$ cat src/rtl/uart_rx_ext.sv
// uart_rx_ext: oversampling UART receiver with a runtime baud divisor and a
// small show-ahead receive FIFO.
// Build option: define UART_RX_PARITY_EN to enable the optional parity bit.
// Without it, parity_en and parity_odd are ignored and parity_err stays 0.
module uart_rx_ext #(
    parameter int DATA_W     = 8,
    parameter int DIV_W      = 16,
    parameter int FIFO_DEPTH = 4
) (
    input  logic              clk,
    input  logic              rst,
    input  logic              rx,
    input  logic [DIV_W-1:0]  div,
    input  logic              parity_en,
    input  logic              parity_odd,
    input  logic              rd_en,
    output logic [DATA_W-1:0] rd_data,
    output logic              rd_valid,
    output logic              frame_err,
    output logic              parity_err,
    output logic              overrun
);

    localparam int PTR_W = $clog2(FIFO_DEPTH);
    localparam int CNT_W = PTR_W + 1;

`ifdef UART_RX_PARITY_EN
    typedef enum logic [2:0] {
        S_IDLE, S_START, S_DATA, S_PARITY, S_STOP, S_WAIT_HI
    } state_t;
`else
    typedef enum logic [2:0] {
        S_IDLE, S_START, S_DATA, S_STOP, S_WAIT_HI
    } state_t;
`endif

    // ---------------- synchroniser ----------------
    logic rx_meta_reg;
    logic rxs_reg;
    logic rxs_prev_reg;

    // Two-flop synchroniser plus one history flop for falling-edge detection;
    // preset high so reset release never looks like a start bit.
    always_ff @(posedge clk or posedge rst) begin
        if (rst) begin
            rx_meta_reg  <= 1'b1;
            rxs_reg      <= 1'b1;
            rxs_prev_reg <= 1'b1;
        end else begin
            rx_meta_reg  <= rx;
            rxs_reg      <= rx_meta_reg;
            rxs_prev_reg <= rxs_reg;
        end
    end

    // ---------------- receive FSM ----------------
    state_t             state_reg, state_next;
    logic [DIV_W-1:0]   cnt_reg, cnt_next;
    logic [DIV_W-1:0]   div_q_reg, div_q_next;
    logic [3:0]         bit_idx_reg, bit_idx_next;
    logic [DATA_W-1:0]  shift_reg, shift_next;
    logic               push_reg, push_next;
    logic               frame_err_reg, frame_err_next;
`ifdef UART_RX_PARITY_EN
    logic               par_en_reg, par_en_next;
    logic               par_odd_reg, par_odd_next;
    logic               par_flag_reg, par_flag_next;
    logic               parity_err_reg, parity_err_next;
`else
    logic               unused_parity;
    assign unused_parity = parity_en ^ parity_odd;
`endif

    logic bit_sample;
    logic half_sample;
    assign bit_sample  = (cnt_reg == div_q_reg - DIV_W'(1));
    assign half_sample = (cnt_reg == (div_q_reg >> 1));

    // FSM state and frame datapath registers; frame settings are captured
    // at start detection so later input changes do not disturb the frame.
    always_ff @(posedge clk or posedge rst) begin
        if (rst) begin
            state_reg      <= S_IDLE;
            cnt_reg        <= '0;
            div_q_reg      <= '0;
            bit_idx_reg    <= '0;
            shift_reg      <= '0;
            push_reg       <= 1'b0;
            frame_err_reg  <= 1'b0;
`ifdef UART_RX_PARITY_EN
            par_en_reg     <= 1'b0;
            par_odd_reg    <= 1'b0;
            par_flag_reg   <= 1'b0;
            parity_err_reg <= 1'b0;
`endif
        end else begin
            state_reg      <= state_next;
            cnt_reg        <= cnt_next;
            div_q_reg      <= div_q_next;
            bit_idx_reg    <= bit_idx_next;
            shift_reg      <= shift_next;
            push_reg       <= push_next;
            frame_err_reg  <= frame_err_next;
`ifdef UART_RX_PARITY_EN
            par_en_reg     <= par_en_next;
            par_odd_reg    <= par_odd_next;
            par_flag_reg   <= par_flag_next;
            parity_err_reg <= parity_err_next;
`endif
        end
    end

    // Next-state logic: bit timing, data shifting and end-of-frame verdict.
    always_comb begin
        state_next      = state_reg;
        cnt_next        = cnt_reg;
        div_q_next      = div_q_reg;
        bit_idx_next    = bit_idx_reg;
        shift_next      = shift_reg;
        push_next       = 1'b0;
        frame_err_next  = 1'b0;
`ifdef UART_RX_PARITY_EN
        par_en_next     = par_en_reg;
        par_odd_next    = par_odd_reg;
        par_flag_next   = par_flag_reg;
        parity_err_next = 1'b0;
`endif
        case (state_reg)
            S_IDLE: begin
                if (rxs_prev_reg && !rxs_reg) begin
                    div_q_next    = div;
                    cnt_next      = '0;
                    state_next    = S_START;
`ifdef UART_RX_PARITY_EN
                    par_en_next   = parity_en;
                    par_odd_next  = parity_odd;
                    par_flag_next = 1'b0;
`endif
                end
            end
            S_START: begin
                if (half_sample) begin
                    cnt_next = '0;
                    if (!rxs_reg) begin
                        bit_idx_next = '0;
                        state_next   = S_DATA;
                    end else begin
                        state_next   = S_IDLE;
                    end
                end else begin
                    cnt_next = cnt_reg + DIV_W'(1);
                end
            end
            S_DATA: begin
                if (bit_sample) begin
                    cnt_next     = '0;
                    shift_next   = {rxs_reg, shift_reg[DATA_W-1:1]};
                    bit_idx_next = bit_idx_reg + 4'd1;
                    if (bit_idx_reg == 4'(DATA_W - 1)) begin
`ifdef UART_RX_PARITY_EN
                        state_next = par_en_reg ? S_PARITY : S_STOP;
`else
                        state_next = S_STOP;
`endif
                    end
                end else begin
                    cnt_next = cnt_reg + DIV_W'(1);
                end
            end
`ifdef UART_RX_PARITY_EN
            S_PARITY: begin
                if (bit_sample) begin
                    cnt_next      = '0;
                    par_flag_next = ((^shift_reg) ^ rxs_reg) != par_odd_reg;
                    state_next    = S_STOP;
                end else begin
                    cnt_next = cnt_reg + DIV_W'(1);
                end
            end
`endif
            S_STOP: begin
                if (bit_sample) begin
                    cnt_next = '0;
                    if (rxs_reg) begin
`ifdef UART_RX_PARITY_EN
                        if (par_flag_reg) parity_err_next = 1'b1;
                        else              push_next       = 1'b1;
`else
                        push_next = 1'b1;
`endif
                        state_next = S_IDLE;
                    end else begin
                        frame_err_next = 1'b1;
                        state_next     = S_WAIT_HI;
                    end
                end else begin
                    cnt_next = cnt_reg + DIV_W'(1);
                end
            end
            S_WAIT_HI: begin
                if (rxs_reg) state_next = S_IDLE;
            end
            default: state_next = S_IDLE;
        endcase
    end

    assign frame_err = frame_err_reg;
`ifdef UART_RX_PARITY_EN
    assign parity_err = parity_err_reg;
`else
    assign parity_err = 1'b0;
`endif

    // ---------------- receive FIFO ----------------
    logic [DATA_W-1:0] mem [FIFO_DEPTH];
    logic [PTR_W-1:0]  wr_ptr_reg, wr_ptr_next;
    logic [PTR_W-1:0]  rd_ptr_reg, rd_ptr_next;
    logic [CNT_W-1:0]  count_reg, count_next;
    logic [DATA_W-1:0] rd_data_reg, rd_data_next;
    logic              full;
    logic              do_pop;
    logic              do_push;

    assign full    = (count_reg == CNT_W'(FIFO_DEPTH));
    assign do_pop  = rd_en && (count_reg != '0);
    // A pop in the same cycle frees a slot, so a push into a full FIFO
    // still succeeds when the reader is draining.
    assign do_push = push_reg && (!full || do_pop);
    assign overrun = push_reg && full && !do_pop;

    // Pointer/count update and next head word; the head is re-read every
    // cycle from the post-update read pointer, bypassing a same-cycle write.
    always_comb begin
        wr_ptr_next  = wr_ptr_reg;
        rd_ptr_next  = rd_ptr_reg;
        count_next   = count_reg;
        rd_data_next = rd_data_reg;
        if (do_push) wr_ptr_next = wr_ptr_reg + PTR_W'(1);
        if (do_pop)  rd_ptr_next = rd_ptr_reg + PTR_W'(1);
        case ({do_push, do_pop})
            2'b10:   count_next = count_reg + CNT_W'(1);
            2'b01:   count_next = count_reg - CNT_W'(1);
            default: count_next = count_reg;
        endcase
        if (count_next != '0) begin
            if (do_push && (wr_ptr_reg == rd_ptr_next)) rd_data_next = shift_reg;
            else                                        rd_data_next = mem[rd_ptr_next];
        end
    end

    // Storage array, written only; no reset so it maps onto RAM resources.
    always_ff @(posedge clk) begin
        if (do_push) mem[wr_ptr_reg] <= shift_reg;
    end

    // FIFO control registers and the registered head word.
    always_ff @(posedge clk or posedge rst) begin
        if (rst) begin
            wr_ptr_reg  <= '0;
            rd_ptr_reg  <= '0;
            count_reg   <= '0;
            rd_data_reg <= '0;
        end else begin
            wr_ptr_reg  <= wr_ptr_next;
            rd_ptr_reg  <= rd_ptr_next;
            count_reg   <= count_next;
            rd_data_reg <= rd_data_next;
        end
    end

    assign rd_data  = rd_data_reg;
    assign rd_valid = (count_reg != '0);

endmodule
$ cat config.mk
export PLATFORM = sky130hd
export DESIGN_NAME = uart_rx_ext
export DESIGN_NICKNAME = d
export VERILOG_FILES = /design/src/rtl/uart_rx_ext.sv
export SDC_FILE = /design/constraint.sdc
export NUM_CORES = 1
export LEC_CHECK = 0
export ABC_AREA = 1
export CORE_MARGIN = 2
export CORE_UTILIZATION = 45
export CTS_BUF_LIST = sky130_fd_sc_hd__clkbuf_8
export DETAILED_ROUTE_END_ITERATION = 16
export GPL_ROUTABILITY_DRIVEN = 0
export PLACE_DENSITY = 0.63
export SLEW_MARGIN = 10
export SYNTH_ARGS = -nofsm -noshare
export SYNTH_HDL_FRONTEND = slang
export SYNTH_SLANG_ARGS = --single-unit
$ cat constraint.sdc
create_clock -name clk -period 3.1 [get_ports clk]
set_input_delay 0.465 -clock clk [delete_from_list [all_inputs] [get_ports clk]]
set_output_delay 0.465 -clock clk [all_outputs]
set_load 0.01 [all_outputs]
==> key figures <==
Layout
  – Non-filler cells, final: 852
  – Antenna Cells: 0
  – Nets: 731
  – Most common library cell in the layout ignoring fill and taps: nand2_1
  – Area Overhead vs Synth: 13.6%
  – Most frequent cells in the layout: nand2_1 (130), nor2_1 (86), inv_1 (71), dfrtp_1 (64), nand3_1 (57)
  – Largest register FFs: 32
  – Share of cells above drive strength 1: 0.102

Setup path
  – CP max FO: 9
  – CP cell instances: clkdlybuf4s50_1 > inv_1 > a21oi_1 > ha_1 > inv_1 > fa_1 > or2_2 > nand3_1 > nand2_1 > nand2_1 > inv_1 > nand2_1 > clkinv_1 > nor2_1 > a21oi_1
  – Reg2Reg Depth: 15
  – Critical R2R Capture: rd_data[3]$_DFFE_PP0P_
  – CP arrival: around 3 ns
  – Worst setup EP type: flop
  – CP Data Required Time: ~3.4 ns
  – Beginning of the worst register-to-register path: count_reg[1]$_DFF_PP0_
  – CP Depth: 15
  – R2r setup slk: approximately 0.46 ns
  – Largest stage delay on the critical path: between 0.4 and 0.5 ns
  – Startpoint types: input pin
  – CP bufs+invs: 5
  – CP max-delay cell: clkdlybuf4s50_1
  – Critical path class: input pin to flop
  – CP top delay family: buffers and inverters

Logic synthesis
  – Simple-gate share of the synthesized area: 0.271
  – Post-synthesis mux area share: 0.0164
  – Main combinational cell family by area after synthesis: simple AND/OR/NAND/NOR gates
  – Mapped Nets: ~700
  – Library cells used by synthesis: 41
  – Post-synth top area share: 0.291
  – Synth Area in Compound Gates: 0.0781
  – Ys async rst share: 0.677
  – Post-synth top area cell: dfrtp_1
  – Mean post-synth cell area: approximately 8.3 um2
  – Synth top area cells: dfrtp_1 (29%), edfxtp_1 (17%), nand2_1 (8.9%), nor2_1 (5.9%), nand3_1 (5.2%)
  – Ys Warns: 0
  – Post-synth EDFFs: 32
  – Post-Syn Instances: approximately 660
  – Post-Synth XOR/XNOR Area: 0.0638
  – Post-Synth Adder-Cell Area: 0.0218
  – Register area share after synthesis: 0.480
  – Synth Register Bits: 99
  – Top FF cell, synth: dfrtp_1
  – Synthesized area: 5510 um2

Global routing
  – Initial antenna violation count: 0
  – Total Routing Usage GR: 0.204
  – Largest net degree at the start of global routing: 68
  – First-pass GRT wire length: ~21000 um
  – Vias in the first global route: around 4.5k
  – Total gr overflow: 0

CTS
  – Post-CTS Resized: 0
  – Clock sink count: a little under 100
  – Max H-tree Level: 3
  – CTS buffer count: 9
  – CTS tree: yes
  – Worst-path clk slew: ~0.10 ns
  – Clock tree buffer depth: 2
  – Post-CTS setup buffer count: 0
  – Root buffer cell: clkbuf_8
  – Clk_lat worst skew: 0.38 ns
  – CTS Hold Bufs: 0

Drt
  – Via count: ~4.5k
  – Antenna Nets Post-Route: 0
  – DRT iter0 DRCs: 344
  – Pre-antenna DRT Iters: 5
  – DR WL/cell: ~15 um
  – Final WL: around 12000 um
  – Via/cell ratio: roughly 5.2
  – Drt drc: 0

Worst hold path
  – Worst Hold Class: flop to flop
  – Hold Path Stages: 0
  – Hold_sp: rx_meta_reg$_DFF_PP1_
  – Hold Path End: rxs_reg$_DFF_PP1_

STA
  – Slew margin rel.: 0.584
  – Setup TNS: 0 ns
  – Final number of max-transition violations: 0
  – Unrepaired setup endpoints after global routing: no
  – Slew @ Worst Pin: between 0.6 and 0.7 ns
  – Min Tclk post-route: roughly 2.7 ns
  – Final period util: 0.858
  – Setup WS post-layout: ~0.44 ns
  – # setup viols final: 0
  – Layout Skew: 0.0133 ns
  – Final Hold Fails: 0
  – Max Fclk: between 300 and 400 MHz

Placed design
  – Port bufs: 30
  – Dpl hpwl: 8780 um
  – Placed cell count: 836
  – Dpl ws: approximately 0.049 ns

Floorplan
  – Initial Util: 0.460
  – Number of I/O pins: 34
  – Core box area: ~12000 um2
  – DIE AREA: around 13000 um2
  – Row count: 40
  – Die Height: between 100 and 150 um
  – Die X: between 100 and 150 um

Power
  – Max VDD drop: ~0.46 mV
  – Switch Pwr: about 0.0021 W
  – Logic gate share of total power: 0.431
  – Power density over the cells: 787 nW/um2
  – Pleak: between 2 and 3 nW
  – Reg power frac: 0.385
  – Internal: around 0.0028 W
  – Clock share of power: 0.184
  – Switching part of the total: 0.424

Outcome
  – Status: completed

Run
  – Max Cap Viol: 0
worst max-delay path by stage:
| stage | from | to |
|---|---|---|
| final | rd_en | rd_data[3]$_DFFE_PP0P_ |
| after global routing | count_reg[1]$_DFF_PP0_ | rd_data[3]$_DFFE_PP0P_ |
| after CTS | rd_en | rd_data[3]$_DFFE_PP0P_ |
| after detailed placement | rd_en | rd_data[3]$_DFFE_PP0P_ |
| after global placement | rd_en | rd_data[6]$_DFFE_PP0P_ |
| after floorplan | count_reg[1]$_DFF_PP0_ | rd_data[1]$_DFFE_PP0P_ |
metal layers:
layer	GRT usage	vias up	share of wire
li1	-	2232	-
met2	0.346	110	0.48
met5	0	-	0
met3	0.0254	12	0.039
met4	0.0715	0	0.013
met1	0.270	2116	0.46
synth_stat cells (all sizes together), types with 9 or more instances:
| cell type | number |
|---|---|
| nand2 | 134 |
| nor2 | 96 |
| inv | 79 |
| dfrtp | 64 |
| nand3 | 59 |
| a21oi | 36 |
| edfxtp | 32 |
| o21ai | 27 |
| xor2 | 27 |
| nand4 | 18 |
| nor3 | 15 |
| o211ai | 11 |
| xnor2 | 11 |
| clkbuf | 9 |
through the flow:
step,util,area (um2),hold WS (ns),total power (W)
after floorplan,-,5510,0.345,0.00338
after global placement,0.505,6040,0.350,0.00399
final,0.523,6260,0.361,0.00492
after detailed placement,0.505,6040,0.347,0.00405
after global routing,0.523,6260,0.367,0.00532
after CTS,0.523,6260,0.366,0.00496
cell families after synthesis:
logic type	count (synthesis)
flops	99
simple gates	332
xor+xnor	38
compound gates	77
fa+ha+maj	9
other cells	1
mux	8
buf+inv	97
cell type report:
cell class,count,area (um2)
timing repair buffer,45,425
multi-input combinational,465,2490
clock buffer,10,138
sequential,99,2640
inverter,80,300
clock inverter,6,77.6
tap,147,184
fill,1111,5710
power by group through the flow:
| stage | Sequential, W | Combinational [W] | Clock, W |
|---|---|---|---|
| 2_1_floorplan | 0.00187 | 0.00151 | 0 |
| 3_3_place_gp | 0.00191 | 0.00207 | 0 |
| 3_5_place_dp | 0.00192 | 0.00213 | 0 |
| 4_1_cts | 0.00189 | 0.00214 | 0.000928 |
| 5_1_grt | 0.00194 | 0.00241 | 0.000973 |
| 6_report | 0.00189 | 0.00212 | 0.000906 |
No activity file was read; power rests on OpenSTA's default activity.
